**src/rtl/mips_main_control_fsm_pkg.sv**
```systemverilog
// ---------------------------------------------------------------------------
// mips_main_control_fsm_pkg
//
// Purpose : Shared definitions for the multicycle MIPS main-control FSM:
//           state encodings (13 states in 4 bits), the opcodes the control
//           unit understands, and the datapath mux/ALUOp select encodings.
// Ports   : none (package).
// ---------------------------------------------------------------------------
package mips_main_control_fsm_pkg;

    // Controller states. The encoding is visible on the debug 'state' port,
    // so it is pinned explicitly rather than left to the enum default.
    typedef enum logic [3:0] {
        S_FETCH    = 4'd0,
        S_DECODE   = 4'd1,
        S_MEMADR   = 4'd2,
        S_MEMREAD  = 4'd3,
        S_MEMWB    = 4'd4,
        S_MEMWRITE = 4'd5,
        S_EXECUTE  = 4'd6,
        S_ALUWB    = 4'd7,
        S_BRANCH   = 4'd8,
        S_ADDIEXEC = 4'd9,
        S_ADDIWB   = 4'd10,
        S_JUMP     = 4'd11,
        S_FAULT    = 4'd12
    } state_t;

    // Opcodes decoded in DECODE; anything else is illegal.
    localparam logic [5:0] OP_RTYPE = 6'h00;
    localparam logic [5:0] OP_LW    = 6'h23;
    localparam logic [5:0] OP_SW    = 6'h2B;
    localparam logic [5:0] OP_BEQ   = 6'h04;
    localparam logic [5:0] OP_ADDI  = 6'h08;
    localparam logic [5:0] OP_J     = 6'h02;

    // ALUOp to alu_control.
    localparam logic [1:0] ALUOP_ADD   = 2'b00;
    localparam logic [1:0] ALUOP_SUB   = 2'b01;
    localparam logic [1:0] ALUOP_FUNCT = 2'b10;

    // ALU B-operand select.
    localparam logic [1:0] SRCB_RT      = 2'b00;
    localparam logic [1:0] SRCB_FOUR    = 2'b01;
    localparam logic [1:0] SRCB_IMM     = 2'b10;
    localparam logic [1:0] SRCB_IMM_SH2 = 2'b11;

    // Next-PC source select.
    localparam logic [1:0] PCSRC_ALU    = 2'b00;
    localparam logic [1:0] PCSRC_ALUOUT = 2'b01;
    localparam logic [1:0] PCSRC_JUMP   = 2'b10;

    // States that present a request to memory and wait on mem_ready.
    function automatic logic is_mem_state(state_t s);
        return (s == S_FETCH) || (s == S_MEMREAD) || (s == S_MEMWRITE);
    endfunction

endpackage

```
**src/rtl/mips_main_control_fsm_mem_wait_timer.sv**
```systemverilog
// ---------------------------------------------------------------------------
// mips_main_control_fsm_mem_wait_timer  (the mem_wait_timer)
//
// Purpose : Watchdog for the memory handshake. Counts cycles spent waiting
//           on mem_ready and flags 'expired' on the last allowed wait cycle,
//           so the controller can divert to FAULT on the next edge.
//           MEM_TIMEOUT = 0 disables the watchdog entirely.
// Ports   : clk     in  system clock
//           rst     in  synchronous active-high reset (clears the count)
//           clear   in  restart the count (state change or mem_ready)
//           count   in  a waited cycle: in a memory state with mem_ready=0
//           expired out this waited cycle is the MEM_TIMEOUT-th one
// ---------------------------------------------------------------------------
module mips_main_control_fsm_mem_wait_timer #(
    parameter int MEM_TIMEOUT = 15
) (
    input  logic clk,
    input  logic rst,
    input  logic clear,
    input  logic count,
    output logic expired
);

    // A zero timeout still needs a legal one-bit register.
    localparam int W        = (MEM_TIMEOUT < 1) ? 1 : $clog2(MEM_TIMEOUT + 1);
    localparam int LAST_INT = (MEM_TIMEOUT < 1) ? 0 : MEM_TIMEOUT - 1;
    localparam logic [W-1:0] LAST    = LAST_INT[W-1:0];
    localparam logic [W-1:0] CNT_MAX = '1;
    localparam logic         ENABLED = (MEM_TIMEOUT > 0);

    logic [W-1:0] timer;

    // NOTE: sequential state is updated with non-blocking assignments only,
    // so every register samples the pre-edge value of every other register.
    always_ff @(posedge clk) begin
        if (rst || clear) begin
            timer <= '0;
        end else if (count && (timer != CNT_MAX)) begin
            // Saturate instead of wrapping (only reachable when disabled).
            timer <= timer + W'(1);
        end
    end

    // The timer holds the number of waits already completed, so the
    // MEM_TIMEOUT-th consecutive waited cycle sees timer == MEM_TIMEOUT-1.
    assign expired = ENABLED && count && (timer == LAST);

endmodule

```
**src/rtl/mips_main_control_fsm.sv**
```systemverilog
// ---------------------------------------------------------------------------
// mips_main_control_fsm
//
// Purpose : Main control unit of a multicycle MIPS. Sequences
//           FETCH/DECODE/EXECUTE/MEM/WB per opcode and drives the datapath
//           enables as Moore outputs of the current state (FETCH's IRWrite
//           and PCWrite are additionally qualified by mem_ready). Memory
//           states wait on a mem_ready handshake guarded by a watchdog;
//           illegal opcodes and watchdog expiry enter a sticky FAULT state
//           that only rst leaves. The funct field is not examined here:
//           ALUOp=10 tells alu_control to decode it.
// Ports   : clk, rst (sync, active high)
//           op[5:0]      opcode from the instruction register
//           mem_ready    memory completes the current request this cycle
//           mem_req      memory request active
//           IorD         0=PC address, 1=ALUOut address
//           IRWrite      load instruction register
//           MemWrite     memory write strobe
//           RegDst       0=rt, 1=rd
//           MemtoReg     0=ALUOut, 1=memory data
//           RegWrite     register file write enable
//           ALUSrcA      0=PC, 1=rs
//           ALUSrcB[1:0] 00=rt, 01=4, 10=signext imm, 11=signext imm<<2
//           ALUOp[1:0]   00=add, 01=sub, 10=funct decode
//           PCSrc[1:0]   00=ALU result, 01=ALUOut, 10=jump target
//           PCWrite      unconditional PC write
//           Branch       PC write qualified by zero in the datapath
//           instr_done   pulse on the final cycle of each instruction
//           fault        high while in FAULT
//           state[3:0]   current state encoding (debug)
// ---------------------------------------------------------------------------
module mips_main_control_fsm
    import mips_main_control_fsm_pkg::*;
#(
    parameter int MEM_TIMEOUT = 15
) (
    input  logic       clk,
    input  logic       rst,
    input  logic [5:0] op,
    input  logic       mem_ready,
    output logic       mem_req,
    output logic       IorD,
    output logic       IRWrite,
    output logic       MemWrite,
    output logic       RegDst,
    output logic       MemtoReg,
    output logic       RegWrite,
    output logic       ALUSrcA,
    output logic [1:0] ALUSrcB,
    output logic [1:0] ALUOp,
    output logic [1:0] PCSrc,
    output logic       PCWrite,
    output logic       Branch,
    output logic       instr_done,
    output logic       fault,
    output logic [3:0] state
);

    state_t state_q;
    state_t state_d;

    logic wait_count;
    logic timer_clear;
    logic timer_expired;

    // -----------------------------------------------------------------------
    // Memory watchdog
    // -----------------------------------------------------------------------
    // mem_ready is only meaningful in the three memory states; elsewhere it
    // neither counts nor matters (a stray clear outside them is harmless).
    assign wait_count  = is_mem_state(state_q) && !mem_ready;
    assign timer_clear = (state_d != state_q) || mem_ready;

    mips_main_control_fsm_mem_wait_timer #(
        .MEM_TIMEOUT (MEM_TIMEOUT)
    ) u_mem_wait_timer (
        .clk     (clk),
        .rst     (rst),
        .clear   (timer_clear),
        .count   (wait_count),
        .expired (timer_expired)
    );

    // -----------------------------------------------------------------------
    // State register
    // -----------------------------------------------------------------------
    always_ff @(posedge clk) begin
        if (rst) begin
            state_q <= S_FETCH;
        end else begin
            state_q <= state_d;
        end
    end

    assign state = state_q;

    // -----------------------------------------------------------------------
    // Next-state logic
    // -----------------------------------------------------------------------
    // NOTE: every combinational output gets a default before the case so no
    // path leaves it unassigned, which would otherwise infer a latch.
    always_comb begin
        state_d = state_q;
        unique case (state_q)
            S_FETCH: begin
                // A ready on the expiry cycle still counts as progress.
                if (mem_ready)          state_d = S_DECODE;
                else if (timer_expired) state_d = S_FAULT;
            end
            S_DECODE: begin
                case (op)
                    OP_RTYPE:      state_d = S_EXECUTE;
                    OP_LW, OP_SW:  state_d = S_MEMADR;
                    OP_BEQ:        state_d = S_BRANCH;
                    OP_ADDI:       state_d = S_ADDIEXEC;
                    OP_J:          state_d = S_JUMP;
                    default:       state_d = S_FAULT;
                endcase
            end
            S_MEMADR: begin
                state_d = (op == OP_LW) ? S_MEMREAD : S_MEMWRITE;
            end
            S_MEMREAD: begin
                if (mem_ready)          state_d = S_MEMWB;
                else if (timer_expired) state_d = S_FAULT;
            end
            S_MEMWRITE: begin
                if (mem_ready)          state_d = S_FETCH;
                else if (timer_expired) state_d = S_FAULT;
            end
            S_MEMWB:    state_d = S_FETCH;
            S_EXECUTE:  state_d = S_ALUWB;
            S_ALUWB:    state_d = S_FETCH;
            S_BRANCH:   state_d = S_FETCH;
            S_ADDIEXEC: state_d = S_ADDIWB;
            S_ADDIWB:   state_d = S_FETCH;
            S_JUMP:     state_d = S_FETCH;
            S_FAULT:    state_d = S_FAULT;
            // Unused encodings are treated as a fault rather than recovered.
            default:    state_d = S_FAULT;
        endcase
    end

    // -----------------------------------------------------------------------
    // Output decode
    // -----------------------------------------------------------------------
    always_comb begin
        mem_req    = 1'b0;
        IorD       = 1'b0;
        IRWrite    = 1'b0;
        MemWrite   = 1'b0;
        RegDst     = 1'b0;
        MemtoReg   = 1'b0;
        RegWrite   = 1'b0;
        ALUSrcA    = 1'b0;
        ALUSrcB    = SRCB_RT;
        ALUOp      = ALUOP_ADD;
        PCSrc      = PCSRC_ALU;
        PCWrite    = 1'b0;
        Branch     = 1'b0;
        instr_done = 1'b0;
        fault      = 1'b0;

        unique case (state_q)
            S_FETCH: begin
                // PC+4 is computed every FETCH cycle but only committed,
                // together with the IR load, once memory returns the word.
                mem_req = 1'b1;
                ALUSrcB = SRCB_FOUR;
                IRWrite = mem_ready;
                PCWrite = mem_ready;
            end
            S_DECODE: begin
                // Speculative branch target PC + (imm<<2) into ALUOut.
                ALUSrcB = SRCB_IMM_SH2;
            end
            S_MEMADR: begin
                ALUSrcA = 1'b1;
                ALUSrcB = SRCB_IMM;
            end
            S_MEMREAD: begin
                mem_req = 1'b1;
                IorD    = 1'b1;
            end
            S_MEMWB: begin
                MemtoReg   = 1'b1;
                RegWrite   = 1'b1;
                instr_done = 1'b1;
            end
            S_MEMWRITE: begin
                // The strobe is held for the whole wait; the store completes
                // on the cycle memory signals ready.
                mem_req    = 1'b1;
                IorD       = 1'b1;
                MemWrite   = 1'b1;
                instr_done = mem_ready;
            end
            S_EXECUTE: begin
                ALUSrcA = 1'b1;
                ALUOp   = ALUOP_FUNCT;
            end
            S_ALUWB: begin
                RegDst     = 1'b1;
                RegWrite   = 1'b1;
                instr_done = 1'b1;
            end
            S_BRANCH: begin
                ALUSrcA    = 1'b1;
                ALUOp      = ALUOP_SUB;
                PCSrc      = PCSRC_ALUOUT;
                Branch     = 1'b1;
                instr_done = 1'b1;
            end
            S_ADDIEXEC: begin
                ALUSrcA = 1'b1;
                ALUSrcB = SRCB_IMM;
            end
            S_ADDIWB: begin
                RegWrite   = 1'b1;
                instr_done = 1'b1;
            end
            S_JUMP: begin
                PCSrc      = PCSRC_JUMP;
                PCWrite    = 1'b1;
                instr_done = 1'b1;
            end
            S_FAULT: begin
                fault = 1'b1;
            end
            default: begin
            end
        endcase

        // Reset suppresses every side effect in the cycle it is applied,
        // whatever state the controller happens to be in.
        if (rst) begin
            mem_req    = 1'b0;
            IRWrite    = 1'b0;
            MemWrite   = 1'b0;
            RegWrite   = 1'b0;
            PCWrite    = 1'b0;
            Branch     = 1'b0;
            instr_done = 1'b0;
        end
    end

endmodule

```
**config.mk**
```make
export PLATFORM = sky130hd
export DESIGN_NAME = mips_main_control_fsm
export DESIGN_NICKNAME = d
export VERILOG_FILES = /design/src/rtl/mips_main_control_fsm_pkg.sv /design/src/rtl/mips_main_control_fsm_mem_wait_timer.sv /design/src/rtl/mips_main_control_fsm.sv
export SDC_FILE = /design/constraint.sdc
export NUM_CORES = 1
export LEC_CHECK = 0
export CAP_MARGIN = 5
export CORE_MARGIN = 3
export CORE_UTILIZATION = 44
export CTS_BUF_LIST = sky130_fd_sc_hd__clkbuf_16
export CTS_CLUSTER_DIAMETER = 40
export CTS_CLUSTER_SIZE = 24
export DETAILED_ROUTE_END_ITERATION = 7
export PLACE_DENSITY = 0.77
export SETUP_SLACK_MARGIN = 0.2
export SLEW_MARGIN = 20
export SYNTH_ARGS = -nofsm -noshare
export SYNTH_HDL_FRONTEND = slang
export SYNTH_SLANG_ARGS = --single-unit
export TNS_END_PERCENT = 5
```
**constraint.sdc**
```tcl
create_clock -name clk -period 2.3 [get_ports clk]
set_clock_uncertainty 0.2 [all_clocks]
set_input_delay 0.345 -clock clk [delete_from_list [all_inputs] [get_ports clk]]
set_output_delay 0.345 -clock clk [all_outputs]
set_load 0.05 [all_outputs]
```
### Word level (Yosys, flattened, before mapping)

Index checks and enable logic that the tools add are counted.

| word-level totals | value |
|---|---|
| bits of input ports | 9 |
| memories kept | 0 |
| flip-flop bits (word level) | 8 |
| output and inout port bits | 22 |
| latch bits | 0 |
| RAM bits | 0 |
| ROM bits | 0 |

| operators by class | value |
|---|---|
| mux-type cells | 29 |
| bitwise gates (word level) | 0 |
| eq/ne operators | 20 |
| add/sub/neg operators | 1 |
| $lt $le $gt $ge | 0 |
| shifts and indexed selects | 0 |
| divide/modulo/power cells | 0 |
| reduce and logical (&&, ||, !) cells | 17 |
| multipliers | 0 |

Operators by type and width:

| operator | number |
|---|---|
| $pmux 4 s8 | 1 |
| $eq 4x4->1 const B | 6 |
| $pmux 4 s5 | 1 |
| $mux 1 | 17 |
| $eq 4x3->1 const B | 4 |
| $mux 4 | 4 |
| $eq 6x6->1 const B | 2 |
| $eq 4x2->1 const B | 2 |
| $pmux 2 s2 | 2 |
| $eq 6x2->1 const B | 1 |
| $eq 6x3->1 const B | 1 |
| $eq 6x4->1 const B | 1 |
| $logic_not 6->1 | 1 |
| $pmux 2 s3 | 1 |
| $reduce_or 2->1 | 3 |
| $reduce_or 3->1 | 2 |
| $reduce_or 5->1 | 1 |
| $add 4x1->4 const B | 1 |
| $eq 4x1->1 const B | 1 |
| $logic_not 4->1 | 1 |
| $logic_or 1x1->1 | 4 |
| $ne 4x4->1 | 1 |
| $ne 4x4->1 const B | 1 |
| $pmux 1 s2 | 2 |
| other kinds (4) | 6 |

### Logic depth before layout (Yosys ltp)

Gate-level depths: netlist of run 1.

| depth | value |
|---|---|
| depth after elaboration | 11 |
| mapped depth | 7 |
| depth with buffers taken out | 7 |

### By module

A second synthesis of run 1 with hierarchy kept.

| second synthesis, totals | value |
|---|---|
| cells, all modules | 131 |
| area total of the unflattened synthesis | 922.1 um^2 |

Modules (own cells, without submodules):

| module | area an instance (um^2) | times used | cells an instance | sequential area each (um^2) |
|---|---|---|---|---|
| mips_main_control_fsm | 705.7 | 1 | 109 | 80.1 |
| mips_main_control_fsm_mem_wait_timer | 216.5 | 1 | 22 | 80.1 |

### Worst setup path before layout of run 1

OpenSTA, ideal clock, no wires.

| timing | value |
|---|---|
| kind | register to output |
| from | reg state_q[0] (netlist: state[0]) |
| to | out PCWrite |
| stages on the path, launching flop included | 5 |
| arrival | 2.872 ns |
| data required time | 1.755 ns |
| setup slack | -1.117 ns |
| cell sequence | dfxtp_1 > buf_6 > or4_4 > nor3b_1 > a21o_1 |

| between the ends | value |
|---|---|
| cells in the longest elaborated chain, start to end | 3 |

RTL lines:

| element | line | text |
|---|---|---|
| start, declared | mips_main_control_fsm.sv:59 | `state_t state_q;` |
| start signal, assigned | mips_main_control_fsm.sv:91 | `state_q <= state_d;` |
| $eq 4x4->1 / $logic_not 4->1 (equally long branches) | mips_main_control_fsm.sv:164 | `unique case (state_q)` |
| $pmux 1 s2 (*) | mips_main_control_fsm.sv:164 |  |
| $mux 1 (*) | mips_main_control_fsm.sv:236 | `if (rst) begin` |
| end, declared | mips_main_control_fsm.sv:52 | `output logic PCWrite,` |

Mark *: on every way between the ends. The rest lies on a longest branch, timed or not.

### Worst setup path in the final report of run 1

| timing | value |
|---|---|
| from | reg u_mem_wait_timer.timer[0] |
| to | reg u_mem_wait_timer.timer[3] |

| between the ends | value |
|---|---|
| cells in the longest elaborated chain, start to end | 8 |

RTL lines:

| element | line | text |
|---|---|---|
| start, declared | mips_main_control_fsm_mem_wait_timer.sv:31 | `logic [W-1:0] timer;` |
| start signal, assigned | mips_main_control_fsm_mem_wait_timer.sv:40 | `timer <= timer + W'(1);` |
| $eq 4x4->1 | mips_main_control_fsm_mem_wait_timer.sv:46 | `assign expired = ENABLED && count && (timer == LAST);` |
| $logic_and 1x1->1 | mips_main_control_fsm_mem_wait_timer.sv:46 |  |
| $mux 4 | mips_main_control_fsm.sv:108, mips_main_control_fsm.sv:125, mips_main_control_fsm.sv:129 |  |
| $mux 4, on equally long branches | mips_main_control_fsm.sv:128, mips_main_control_fsm.sv:107, mips_main_control_fsm.sv:124 |  |
| $pmux 4 s8 | mips_main_control_fsm.sv:104 | `unique case (state_q)` |
| $ne 4x4->1 | mips_main_control_fsm.sv:72 | `assign timer_clear = (state_d != state_q) \|\| mem_ready;` |
| $logic_or 1x1->1 | mips_main_control_fsm.sv:72 |  |
| $logic_or 1x1->1 | mips_main_control_fsm_mem_wait_timer.sv:36 | `if (rst \|\| clear) begin` |

Several ways; a longest one is shown, not always the timed one.
A chain may end at the register's enable or synchronous reset.

==> reports/metrics.cfg, run 1 <==
[status]
outcome = complete, no violations

[global_routing]
antenna_found_initial = 0
grt_max_degree = 19
grt_pass1_vias = 1349
grt-ovfl-total = 0
grt_pass1_wl_mm = 7.18
gr-usage-all-layers_pct = 38.3

[synthesis]
synth_mux_area_share_pct = 2.31
syn_avg_cell_area_um2 = 7.12
synthSimpleGateAreaFrac_pct = 35.3
synth.most_common_cell = nor2_1
ys.flop_type = dfxtp_1
synth_top_area_share_pct = 18.4
syn_area_um2 = 868
ys_seq_area_share_pct = 18.4
synthArstFlopShare_pct = 0
synth_xor_area_share_pct = 3.03
synth_compound_area_share_pct = 30.4
ys_seq_elements = 8
netlist.top_cell.by_area = dfxtp_1
synth_common_cells = nor2_1, a21oi_1, nor3_1
synth_edf_count = 0
syn_inst = 122
synth_top_family_by_area = simple AND/OR/NAND/NOR gates
synth_adder_area_share_pct = 2.88
synth_cell_types = 46
synth.area.top_cells = dfxtp_1, a21oi_1, nor2_1
synth.net_count = 133
yosys_warnings = 0

[hold_path]
min_path_type = flip-flop to flip-flop
hold_path.startpoint = u_mem_wait_timer.timer[1]
hold_end = u_mem_wait_timer.timer[1]
min_path_cells = 2

[clock_network]
clk_latency_ns = 0.24
numCtsBuffers = 3
cts_sinks = 8
cts_tree = yes
h-tree-depth = 1
cts_root_buffer = clkbuf_16
path_clk_slew_ns = 0.04
cts.hold.buffers_added = 0
cts_buffer_depth = 2

[worst_setup_path]
cpPeakStageDelay_ns = 0.43
crit_arrival_ns = 2.21
cp_max_fo = 4
crit_family = simple AND/OR/NAND/NOR gates
worst-r2r-cell-count = 7
critPathKind = flip-flop to flip-flop
start_kind = flip-flop
crit-reg2reg-launch = u_mem_wait_timer.timer[0]
r2r_setup_slack_ns = 0.04
slowest_stage = or3b_4
critPathRequiredTime_ns = 2.25
cp-end-kind = flip-flop
cp.depth = 7
timing.rr.end = u_mem_wait_timer.timer[3]
path_cells = inv_1, ha_2, a31oi_2, or3b_4, o211ai_1, o2111ai_2, nor2_1
critical_path_buf_inv_count = 1

[sta]
fin_crit_ns = 2.26
relSlewSlack_pct = 67.0
rsz0062_at_grt = yes
fmaxAchievable_ghz = 0.442
hold_viol_final = 0
drv_slew = 0
max_slew.worst_pin.slew_ns = 0.493
fin_crit_sh_pct = 98.4
setup_viol = 0

[floorplan]
chipWidth_um = 50.4
row_count = 15
dieArea_um2 = 2540
core_um2 = 1800
die_height_um = 50.4
ios = 31
start_util_pct = 48.2

[final_layout]
drive_gt1_share_pct = 49.7
finalInstanceArea_um2 = 1710
nets = 182
final_util_pct = 95.1
insertedDiodeCount = 0
synthToLayoutAreaGrowth_pct = 97.3
stdcell_count = 194
fillCellCount = 47

[routing]
top_layer_used = met4
dr.pass1.iters = 5
first_iter_violations = 119
ant_nets = 0
met1_length_mm = 1.75
drt_wl_total_mm = 5.17
wl_per_cell_um = 26.6
drc = 0
dr_wl_met2_mm = 2.36
vias = 1418
avgViaCountPerCell = 7.31
met3WireLength_um = 690

[placement]
placed_cells = 183
placed_cell_area_um2 = 1500
portBuffers = 30
gp_congestion = 0.933
hpwl_mm = 2.36

[pwr]
p_leak_nw = 0.648
peakVddDrop_v = 0.000512
power_density_nw_per_um2 = 597

[job]
maxCapViolCount = 0

## cells in the final DEF, fill, tap and decap left out, types with 2 or more instances in the layout
cell type        synthesis  routed
a21o_1                   3       2
a21oi_1                 10       9
a21oi_2                  1       2
a31oi_1                  3       2
buf_12                   0      15
buf_4                    1      26
clkbuf_16                0       3
clkdlybuf4s50_1          0       9
dfxtp_1                  8       4
dfxtp_2                  0       2
dfxtp_4                  0       2
inv_1                    6       6
mux2i_1                  2       2
nand2_1                  8       7
nand2_2                  1       2
nand2b_1                 5       4
nand3_1                  5       4
nor2_1                  13      10
nor2_4                   0       3
nor2b_1                  2       2
nor3_2                   0       8
nor4_2                   0       2
o21ai_2                  0       2
o31ai_1                  3       2
o41ai_1                  2       2
## routing by layer
metal | up-vias | track usage (%)
met5 | - | 0
met4 | 0 | 21.1
met3 | 52 | 8.61
met2 | 181 | 63.7
met1 | 626 | 45.1
li1 | 559 | -
## final cells by class
cell class	instances	area, um2	area share [%]
Clock buffer	3	75.1	4.38
Inverter	6	22.5	1.31
Multi-Input combinational cell	100	808	47.2
Sequential cell	8	170	9.93
Tap cell	25	31.3	1.83
Timing Repair Buffer	52	606	35.4
## where the power goes
| group | internal, W | total, W | switching [W] |
|---|---|---|---|
| logic | 0.000220 | 0.000556 | 0.000336 |
| clock network | 0.000225 | 0.000305 | 0.0000798 |
| registers | 0.000147 | 0.000161 | 0.0000134 |
| total | 0.000593 | 0.00102 | 0.000429 |
## worst max path at each step
stage | end | start | slack (ns)
finish | u_mem_wait_timer.timer[3] | u_mem_wait_timer.timer[0] | 0.04
global route | u_mem_wait_timer.timer[3] | u_mem_wait_timer.timer[0] | -0.05
CTS | PCWrite | state[1] | 0.1
detailed placement | u_mem_wait_timer.timer[2] | op[3] | -0.11
global placement | u_mem_wait_timer.timer[2] | op[5] | 0.02
floorplan | PCWrite | state[0] | -0.16
## tightest hold or removal path: stages, from the launching register on
cell and delay [ns]:
dfxtp_1 0.35, nand2_1 0.12, a21oi_2 0.07
## timing repair
action | CTS | global route
setup endpoints to repair | 11 | 15
setup buffers | 7 | 1
pin swaps | 6 | 3
gates resized for setup | 16 | 5
gates cloned | 0 | 0
## registers in the layout (all words and copies together) (netlist names)
register	flops
state	4
u_mem_wait_timer.timer	4
## per-stage QoR
step                hold WS [ns]  setup slack, ns  setup TNS (ns)  total power (W)
global placement           0.304           0.0176               0         0.000612
CTS                        0.354           0.0955               0         0.000958
global route               0.406          -0.0461          -0.142          0.00104
floorplan                  0.282           -0.156          -0.691         0.000443
detailed placement         0.319           -0.113          -0.265         0.000624
finish                     0.393           0.0374               0          0.00102
## cell families (layout without fill, tap and decap cells)
logic type | Yosys count | in the layout
AOI/OAI and AO/OA | 36 | 36
xor gates and xnor gates | 3 | 3
adders and majority gates | 2 | 2
buffers and inverters | 14 | 61
muxes | 2 | 2
DFF | 8 | 8
and+or+nand+nor | 57 | 57
Note: power is estimated with default switching activity, not from simulation.
==> run 2: changes to the inputs <==
--- a/config.mk
+++ b/config.mk
@@ -12,6 +12,7 @@
 export CTS_CLUSTER_DIAMETER = 40
 export CTS_CLUSTER_SIZE = 24
 export DETAILED_ROUTE_END_ITERATION = 7
+export HOLD_SLACK_MARGIN = 0.08
 export PLACE_DENSITY = 0.77
 export SETUP_SLACK_MARGIN = 0.2
 export SLEW_MARGIN = 20
==> constraint.sdc (replaced) <==
create_clock -name clk -period 2.55 [get_ports clk]
set_clock_uncertainty 0.2 [all_clocks]
set_input_delay 0.3825 -clock clk [delete_from_list [all_inputs] [get_ports clk]]
set_output_delay 0.3825 -clock clk [all_outputs]
set_load 0.05 [all_outputs]
==> reports/metrics.cfg, run 2 (synthesized netlist as in run 1, its figures left out) <==
[global_routing]
grt-ovfl-total = 0
grt_pass1_wl_mm = 4.86
gr-usage-all-layers_pct = 24.8
grt_max_degree = 15
antenna_found_initial = 0
grt_pass1_vias = 1037

[sta]
rsz0062_at_grt = yes
hold_viol_final = 0
fmaxAchievable_ghz = 0.434
fin_crit_sh_pct = 90.3
drv_slew = 0
fin_tns_setup_ns = 0
setup_viol = 0
max_slew.worst_pin.slew_ns = 0.643
fin_crit_ns = 2.30
relSlewSlack_pct = 56.5

[final_layout]
insertedDiodeCount = 0
mostFrequentLayoutCells = buf_4, clkdlybuf4s50_1, nor2_1, a21oi_1, buf_12
nets = 168
final_common_cell = buf_4
final_util_pct = 81.3
drive_gt1_share_pct = 33.5
synthToLayoutAreaGrowth_pct = 68.7

[floorplan]
core_um2 = 1800
die_height_um = 50.4
start_util_pct = 48.2
dieArea_um2 = 2540
row_count = 15
ios = 31
chipWidth_um = 50.4

[status]
outcome = complete, no violations

[routing]
wl_per_cell_um = 16.6
drc = 0
dr.pass1.iters = 4
first_iter_violations = 39
vias = 1160
ant_nets = 0
avgViaCountPerCell = 6.44
drt_wl_total_mm = 2.98

[hold_path]
min_path_type = flip-flop to flip-flop
min_path_cells = 2
hold_path.startpoint = u_mem_wait_timer.timer[1]

[placement]
hpwl_mm = 2.23
gp_congestion = 0.900
portBuffers = 30

[worst_setup_path]
cp_max_fo = 12
crit-reg2reg-launch = state[1]
critPathLaunch = state[0]
crit_arrival_ns = 1.72
worst-r2r-cell-count = 6
critPathRequiredTime_ns = 1.97
start_kind = flip-flop
cp-end-kind = primary output
critPathKind = flip-flop to primary output

[clock_network]
h-tree-depth = 1
numCtsBuffers = 3
clk_latency_ns = 0.23
path_clk_slew_ns = 0.04
cts_sinks = 8
cts_root_buffer = clkbuf_16
cts_buffer_depth = 2
cts_tree = yes

[pwr]
p_leak_nw = 0.550
peakVddDrop_v = 0.000759
power_density_nw_per_um2 = 558

[job]
maxCapViolCount = 0

run 2: timing repair:
| item | CTS | global route |
|---|---|---|
| setup buffers | 0 | 1 |
| setup endpoints to repair | 3 | 8 |
| pin swaps | 0 | 2 |
| resized for setup | 1 | 7 |
| hold buffers | 0 | 0 |
run 2: layout make-up:
cell class	count	area [um2]
Inverter	6	22.5
Fill cell	127	337
Timing Repair Buffer	38	443
Clock buffer	3	75.1
Sequential cell	8	168
Multi-Input combinational cell	100	726
Tap cell	25	31.3
run 2: metrics by stage:
stage | total power [W] | cell area (um2) | setup slack, ns | hold slack (ns) | std cells
after floorplan | 0.000391 | 940 | -0.201 | 0.282 | 122
after global placement | 0.000528 | 1360 | 0.131 | 0.293 | 176
after detailed placement | 0.000537 | 1360 | 0.0911 | 0.333 | 176
after CTS | 0.000802 | 1440 | 0.125 | 0.339 | 179
after global routing | 0.000850 | 1470 | 0.181 | 0.356 | 180
final | 0.000817 | 1470 | 0.246 | 0.338 | 180
run 2: critical path, stage by stage, from the launching register on:
cell	delay [ns]
dfxtp_2	0.38
or4_4	0.59
nor3b_4	0.22
a21o_1	0.15
buf_12	0.14
run 2: final timing paths:
| path | endpoint | slack [ns] |
|---|---|---|
| min | u_mem_wait_timer.timer[1] | 0.34 |
| max reg2reg | u_mem_wait_timer.timer[3] | 0.25 |
| max | PCWrite | 0.25 |
| min reg2reg | u_mem_wait_timer.timer[1] | 0.34 |
run 2: report_power, final:
part / internal [W] / total [W] / switching [W] / leakage, nW
Clock: 0.000202 / 0.000263 / 0.0000605 / 0.0370
Combinational: 0.000161 / 0.000400 / 0.000240 / 0.446
Sequential: 0.000134 / 0.000154 / 0.0000204 / 0.0669
Total: 0.000496 / 0.000817 / 0.000321 / 0.550
run 2: routing by layer:
layer  global-route usage (%)  share of wire [%]  vias to the layer above
li1                         -                  -                      525
met1                     29.6                 38                      535
met2                     42.4                 49                       84
met3                     6.53                8.6                       16
met4                     8.97                3.7                        0
met5                        0                  0                        -
==> run 3: changes to the inputs <==
--- a/config.mk
+++ b/config.mk
@@ -8,9 +8,8 @@
 export CAP_MARGIN = 5
 export CORE_MARGIN = 3
 export CORE_UTILIZATION = 44
-export CTS_BUF_LIST = sky130_fd_sc_hd__clkbuf_16
 export CTS_CLUSTER_DIAMETER = 40
-export CTS_CLUSTER_SIZE = 24
+export CTS_CLUSTER_SIZE = 8
 export DETAILED_ROUTE_END_ITERATION = 7
 export HOLD_SLACK_MARGIN = 0.08
 export PLACE_DENSITY = 0.77
==> reports/metrics.cfg, run 3 (synthesized netlist as in run 1, its figures left out) <==
[status]
outcome = complete, no violations

[sta]
max_slew.worst_pin.slew_ns = 0.518
fmaxAchievable_ghz = 0.430
hold_viol_final = 0
fin_crit_sh_pct = 91.3
drv_slew = 0
whs_ns = 0.341
fin_crit_ns = 2.33
setup_viol = 0
fin_tns_setup_ns = 0
rsz0062_at_grt = yes
relSlewSlack_pct = 65.4

[hold_path]
min_path_type = flip-flop to flip-flop

[clock_network]
clk_latency_ns = 0.25
cts_root_buffer = clkbuf_4
cts_sinks = 8
numCtsBuffers = 3
path_clk_slew_ns = 0.05
cts_buffer_depth = 2
h-tree-depth = 1
cts_tree = yes

[placement]
portBuffers = 30
hpwl_mm = 2.23
placed_cells = 176
gp_congestion = 0.900

[global_routing]
grt_pass1_wl_mm = 4.56
antenna_found_initial = 0
grt_max_degree = 15
gr-usage-all-layers_pct = 23.1
grt-ovfl-total = 0
grt_pass1_vias = 992

[pwr]
peakVddDrop_v = 0.000460
p_leak_nw = 0.523
power_density_nw_per_um2 = 453

[final_layout]
insertedDiodeCount = 0
nets = 168
fillCellCount = 148
synthToLayoutAreaGrowth_pct = 61.1
mostFrequentLayoutCells = buf_4, clkdlybuf4s50_1, nor2_1, a21oi_1, buf_12
final_util_pct = 77.6
stdcell_count = 180
drive_gt1_share_pct = 31.6
final_common_cell = buf_4

[routing]
vias = 1099
drt_wl_total_mm = 2.79
avgViaCountPerCell = 6.11
wl_per_cell_um = 15.5
dr.pass1.iters = 4
ant_nets = 0
drc = 0
first_iter_violations = 55

[worst_setup_path]
critPathKind = flip-flop to primary output
slowest_stage = or4_4
cp-end-kind = primary output
crit_arrival_ns = 1.74
path_cells = or4_4, nor3b_4, a21o_1, buf_12
crit_family = simple AND/OR/NAND/NOR gates
start_kind = flip-flop
cpPeakStageDelay_ns = 0.60
cp_max_fo = 12
critical_path_buf_inv_count = 1
critPathRequiredTime_ns = 1.97

[job]
maxCapViolCount = 0

[floorplan]
die_height_um = 50.4
ios = 31
row_count = 15
dieArea_um2 = 2540
chipWidth_um = 50.4
core_um2 = 1800
start_util_pct = 48.2

-- run 3: cell counts in the layout (fill, tap and decap cells not counted) --
No cell type changed its count.
-- run 3: power by group --
part	internal (W)	switching [W]	total [W]
clock network	0.0000536	0.0000391	0.0000927
logic	0.000157	0.000232	0.000389
registers	0.000133	0.0000198	0.000153
total	0.000344	0.000291	0.000634
-- run 3: per-layer routing --
| layer | wire (um) | vias to the layer above | GRT usage (%) |
|---|---|---|---|
| li1 | - | 524 | - |
| met1 | 1140 | 515 | 29.0 |
| met2 | 1390 | 56 | 38.5 |
| met3 | 229 | 4 | 6.82 |
| met4 | 27 | 0 | 5.38 |
| met5 | 0 | - | 0 |
-- run 3: timing repair --
item,CTS,global route
setup buffers,0,1
hold buffers,0,0
endpoints found under the setup margin,3,7
gates resized for setup,1,4
pin swaps,0,2
endpoints found under the hold margin,0,0
-- run 3: stage by stage --
step	total power [W]	instance area, um2	setup slack (ns)
finish	0.000634	1400	0.223
global route	0.000672	1400	0.140
CTS	0.000631	1390	0.104
detailed placement	0.000537	1360	0.0911
global placement	0.000528	1360	0.131
floorplan	0.000391	940	-0.201
-- run 3: path summary, 6_finish.rpt --
path                        startpoint                         to  slack (ns)  cells past startpoint
max                           state[0]                    PCWrite        0.22                      4
max reg2reg  u_mem_wait_timer.timer[0]  u_mem_wait_timer.timer[2]        0.38                      7
min          u_mem_wait_timer.timer[1]  u_mem_wait_timer.timer[1]        0.34                      2
min reg2reg  u_mem_wait_timer.timer[1]  u_mem_wait_timer.timer[1]        0.34                      2
-- run 3: layout make-up --
type                    instances  area (um2)  area share, %
inverters                       6        22.5           1.61
well taps                      25        31.3           2.24
clock buffers                   3        22.5           1.61
multi-input cells             100         712           50.9
repair buffers                 38         443           31.7
flip-flops and latches          8         168           12.0
-- run 3: worst register-to-register path: stages, from the launching register on --
cell and delay, ns:
dfxtp_1 0.35, inv_1 0.08, ha_1 0.22, a31oi_1 0.29
or3b_1 0.41, o211ai_1 0.13, o2111ai_2 0.23, nor3_1 0.18
